--- src/rtl/page_walker.sv ---
// page_walker: Sv39 hardware page-table walker that refills a TLB on a miss.
// Walks up to three PTE levels and emits a 4 KiB translation or a fault pulse.
module page_walker #(
   parameter int PA_BITS = 56
) (
   input  logic        clk,
   input  logic        reset,
   input  logic        clear,
   input  logic        req,
   input  logic [63:0] va,
   input  logic [43:0] root_ppn,
   output logic        busy,
   output logic        mem_req,
   output logic [63:0] mem_addr,
   input  logic        mem_ack,
   input  logic        mem_rsp_valid,
   input  logic [63:0] mem_rsp_data,
   output logic        done,
   output logic        fault,
   output logic        replace,
   output logic [63:0] replace_va,
   output logic [63:0] replace_pa,
   output logic        replace_dirty,
   output logic        replace_readable,
   output logic        replace_writable
);
   typedef enum logic [2:0] {IDLE, REQ, WAIT, DONE, FAULT} state_t;
   localparam logic [63:0] pa_mask = {{(64 - PA_BITS){1'b0}}, {PA_BITS{1'b1}}};
   state_t state;
   logic [1:0] level;
   logic [63:12] va_q;
   logic [43:0] ppn, pte_ppn, pa_ppn;
   logic [8:0] vpn_next;
   logic abort, leaf_d, leaf_r, leaf_w;
   logic pte_leaf, misaligned, pte_fault;
   logic unused_bits;
   assign unused_bits = ^{va[11:0], mem_rsp_data[63:54], mem_rsp_data[9:8], mem_rsp_data[5:4]};
   assign busy = state != IDLE;
   assign pte_ppn = mem_rsp_data[53:10];
   assign pte_leaf = mem_rsp_data[1] | mem_rsp_data[3];
   assign misaligned = level == 2'd2 ? |pte_ppn[17:0] : level == 2'd1 ? |pte_ppn[8:0] : 1'b0;
   assign pte_fault = !mem_rsp_data[0] | (!mem_rsp_data[1] & mem_rsp_data[2])
                    | (!pte_leaf & level == 2'd0) | (pte_leaf & (misaligned | !mem_rsp_data[6]));
   assign vpn_next = level == 2'd2 ? va_q[29:21] : va_q[20:12];
   // Superpages are split down to the 4 KiB page that missed.
   assign pa_ppn = level == 2'd2 ? {ppn[43:18], va_q[29:12]} : level == 2'd1 ? {ppn[43:9], va_q[20:12]} : ppn;
   always_ff @(posedge clk or negedge reset) begin
      if (!reset) begin
         state <= IDLE;
         level <= 2'd2;
         va_q <= '0;
         ppn <= '0;
         abort <= 1'b0;
         leaf_d <= 1'b0;
         leaf_r <= 1'b0;
         leaf_w <= 1'b0;
         mem_req <= 1'b0;
         mem_addr <= '0;
         done <= 1'b0;
         fault <= 1'b0;
         replace <= 1'b0;
         replace_va <= '0;
         replace_pa <= '0;
         replace_dirty <= 1'b0;
         replace_readable <= 1'b0;
         replace_writable <= 1'b0;
      end else begin
         done <= 1'b0;
         fault <= 1'b0;
         replace <= 1'b0;
         replace_va <= '0;
         replace_pa <= '0;
         replace_dirty <= 1'b0;
         replace_readable <= 1'b0;
         replace_writable <= 1'b0;
         case (state)
            IDLE: if (req && !clear) begin
               va_q <= va[63:12];
               level <= 2'd2;
               abort <= 1'b0;
               if (va[63:39] != {25{va[38]}}) state <= FAULT;
               else begin
                  state <= REQ;
                  mem_req <= 1'b1;
                  mem_addr <= {8'b0, root_ppn, va[38:30], 3'b000};
               end
            end
            REQ: if (mem_ack) begin
               state <= WAIT;
               mem_req <= 1'b0;
               abort <= clear;
            end else if (clear) begin
               state <= IDLE;
               mem_req <= 1'b0;
            end
            // An aborted read must still be drained before going idle.
            WAIT: if (mem_rsp_valid) begin
               if (abort || clear) state <= IDLE;
               else if (pte_fault) state <= FAULT;
               else if (!pte_leaf) begin
                  state <= REQ;
                  level <= level - 2'd1;
                  mem_req <= 1'b1;
                  mem_addr <= {8'b0, pte_ppn, vpn_next, 3'b000};
               end else begin
                  state <= DONE;
                  ppn <= pte_ppn;
                  leaf_d <= mem_rsp_data[7];
                  leaf_r <= mem_rsp_data[1];
                  leaf_w <= mem_rsp_data[2];
               end
            end else if (clear) abort <= 1'b1;
            DONE: begin
               state <= IDLE;
               if (!clear) begin
                  done <= 1'b1;
                  replace <= 1'b1;
                  replace_va <= {va_q, 12'h0};
                  replace_pa <= {8'b0, pa_ppn, 12'h0} & pa_mask;
                  replace_dirty <= leaf_d;
                  replace_readable <= leaf_r;
                  replace_writable <= leaf_w;
               end
            end
            FAULT: begin
               state <= IDLE;
               done <= !clear;
               fault <= !clear;
            end
            default: state <= IDLE;
         endcase
      end
   end
endmodule

--- config.mk ---
export PLATFORM = sky130hd
export DESIGN_NAME = page_walker
export DESIGN_NICKNAME = d
export VERILOG_FILES = /design/src/rtl/page_walker.sv
export SDC_FILE = /design/constraint.sdc
export NUM_CORES = 1
export LEC_CHECK = 0
export CAP_MARGIN = 15
export CORE_MARGIN = 4
export CORE_UTILIZATION = 34
export CTS_CLUSTER_DIAMETER = 60
export DETAILED_ROUTE_END_ITERATION = 8
export SLEW_MARGIN = 20
export SYNTH_ARGS = -nofsm -noshare
export SYNTH_HDL_FRONTEND = slang
export SYNTH_SLANG_ARGS = --single-unit
--- constraint.sdc ---
create_clock -name clk -period 7.26 [get_ports clk]
set_clock_uncertainty 0.15 [all_clocks]
set_input_delay 1.089 -clock clk [delete_from_list [all_inputs] [get_ports clk]]
set_output_delay 1.089 -clock clk [all_outputs]
set_load 0.005 [all_outputs]
==> results.ini <==
[die]
core_um2 = 31600
rows = 65
fp.dieArea_um2 = 35100
fp.dieH_um = 187
start_util = 0.346
ioPinCount = 378
die_w_um = 187

[sta]
setup_viol = 0
min_period_ps = 4100
setup_tns_ps = 0
drv_slew = 0
clock.fmax_mhz = 244
post-route-period-util = 0.565
slew_headroom = 0.395
worst_slew_pin_slew_ps = 907
hold_viol = 0
setup_ws_ps = 3160
rsz0062_at_grt = no
whs_ps = 312

[clock_tree]
cts_buffers = 31
postCtsSetupRepairBufs = 0
cts_root_buf = clkbuf_16
cts.clk_slew.worst_paths_ps = 60
tritoncts = built
ctsLongestPathBuffers = 3
htreeDepth = 1
cts_hold_buf = 0
cts_resized = 0
clock_latency_ps = 550
cts.sinks = 261

[critical_path]
arrival_ps = 4380
rr_worst_depth = 8
cp_max_fo = 30
startpoint_type = input port
critPathRequiredTime_ps = 7530
r2r_start = level[1]
timing.rr.end = mem_addr[22]
critPathKind = in -> reg
cp-end-kind = register
crit_start = clear
ff2ff_setup_slack_ps = 3520

[finish]
area_delta_synth_final_pct = 39.4
fillers = 2870
fin_cells = 1613
final_area_um2 = 15200
layout-drive-gt1-share = 0.177
nets = 1368

[global_routing]
grt_max_degree = 152
grt_pass1_vias = 7816
overflow = 0
grt_use_total = 0.169
antenna_found_initial = 2
grt_pass1_wl_mm = 47.0

[logic_synthesis]
yosys_warnings = 0
syn_inst = 885
yosys.area.top_type_share = 0.595
syn_area_um2 = 10900
synth_edf_count = 0
synthTopCellsByCount = dfrtp_1, nand2_1, mux2_2
synthTopCellsByArea = dfrtp_1, mux2_2, nand2_1
synth_cell_types = 47
async_flop_share = 1.00
syn_avg_cell_area_um2 = 12.4
yosysMostFrequentCell = dfrtp_1
ys.flop_type = dfrtp_1
ys_seq_elements = 261
yosys.area.top_type = dfrtp_1
seq_area_frac_synth = 0.598

[place]
placed_area_um2 = 14200
routabilityCongestion = 0.805
placed_cells = 1556
pre_cts_ws_ps = 2600
port_buffers = 308
dp_hpwl_mm = 21.4

[flow_run]
maxCapViolations = 0

[power]
powerDensity_nw_per_um2 = 253
p_leak_nw = 7.23
vdd_ir_drop_max_mv = 0.183

[run_status]
status = finished clean

[min_path]
hold_class = reg -> reg
min_from = va_q[33]
hold_path_end = replace_va[33]
min_path_cells = 1

[routing]
antenna_left = 0
num_vias = 7436
routedWlPerCell_um = 18.7
route.detailed.drc = 0
dr.pass1.iters = 4
drt_iter0_markers = 350
avgViaCountPerCell = 4.61
wirelength_mm = 30.1

critical path: stages:
cell	delay (ps)
clkdlybuf4s50_1	540
nor2_1	190
a41oi_1	180
nor4_1	670
o21a_2	790
buf_4	500
mux2_2	390
layout make-up:
class                           instances  area, um^2  area share
Multi-Input combinational cell        569        3970       0.260
Sequential cell                       261        6530       0.429
Inverter                                8        30.0     0.00197
Clock inverter                         14         165      0.0108
Tap cell                              402         503      0.0330
Clock buffer                           41         873      0.0573
Antenna cell                            2        5.00    0.000328
Timing Repair Buffer                  316        3160       0.207
cell families (layout without fill, tap and decap cells):
kind of cell	Yosys count	in the layout	share of synthesized area
compound gates	48	48	0.0263
fa+ha+maj	3	3	0.00343
buf+inv	97	379	0.0549
flops	261	261	0.598
mux	171	171	0.184
other cells	1	45	0.000343
simple gates	304	304	0.133
through the flow:
step | power, mW | util
3_3_place_gp | 2.32 | 0.449
6_report | 3.85 | 0.482
5_1_grt | 4.04 | 0.482
3_5_place_dp | 2.33 | 0.449
4_1_cts | 3.91 | 0.481
2_1_floorplan | 1.96 | -
placed cells by master, fill, tap and decap left out, types with 2 or more instances in the layout:
cell type        count
clkdlybuf4s50_1    307
dfrtp_1            260
nand2_1            156
mux2_2             112
and2_1              82
conb_1              43
clkbuf_16           31
mux2_4              29
o21ai_0             23
nor2_1              22
mux2i_1             19
a21oi_1             11
mux2_1              11
nand3_1              9
nor4_1               7
buf_4                7
inv_1                6
or3_1                6
clkinv_2             6
clkbuf_8             6
nor3_1               5
nand4_1              5
clkbuf_1             4
ha_1                 3
bufinv_16            3
diode_2              2
inv_2                2
or2_2                2
a211oi_1             2
or3b_2               2
o221ai_1             2
a22o_1               2
inv_6                2
flip-flops by register name, indices dropped and copies added, names as in the netlist, 2 cells and up:
register and cells:
mem_addr 53, replace_va 52, va_q 52, ppn 44
replace_pa 44, state 3, level 2
layer usage:
metal  GRT usage  vias to the layer above  part of all wire
li1            -                     3478                 -
met1       0.225                     3657              0.44
met2       0.276                      267              0.47
met3      0.0444                       34             0.079
met4      0.0415                        0             0.015
met5           0                        -                 0
worst max path at each step:
stage | cells after the start | slack [ps] | to
2_1_floorplan | 8 | 4210 | mem_addr[13]
3_3_place_gp | 7 | 2630 | mem_addr[19]
3_5_place_dp | 7 | 2600 | mem_addr[22]
4_1_cts | 7 | 3180 | mem_addr[22]
5_1_grt | 7 | 2950 | mem_addr[22]
6_report | 7 | 3160 | mem_addr[22]
where the power goes:
group          internal (mW)  switching, mW  leakage, nW
Combinational          0.387          0.195         3.28
Sequential              1.62          0.100         3.44
Clock                  0.950          0.605        0.515
Total                   2.95          0.900         7.23
(Power assumes the default switching activity.)
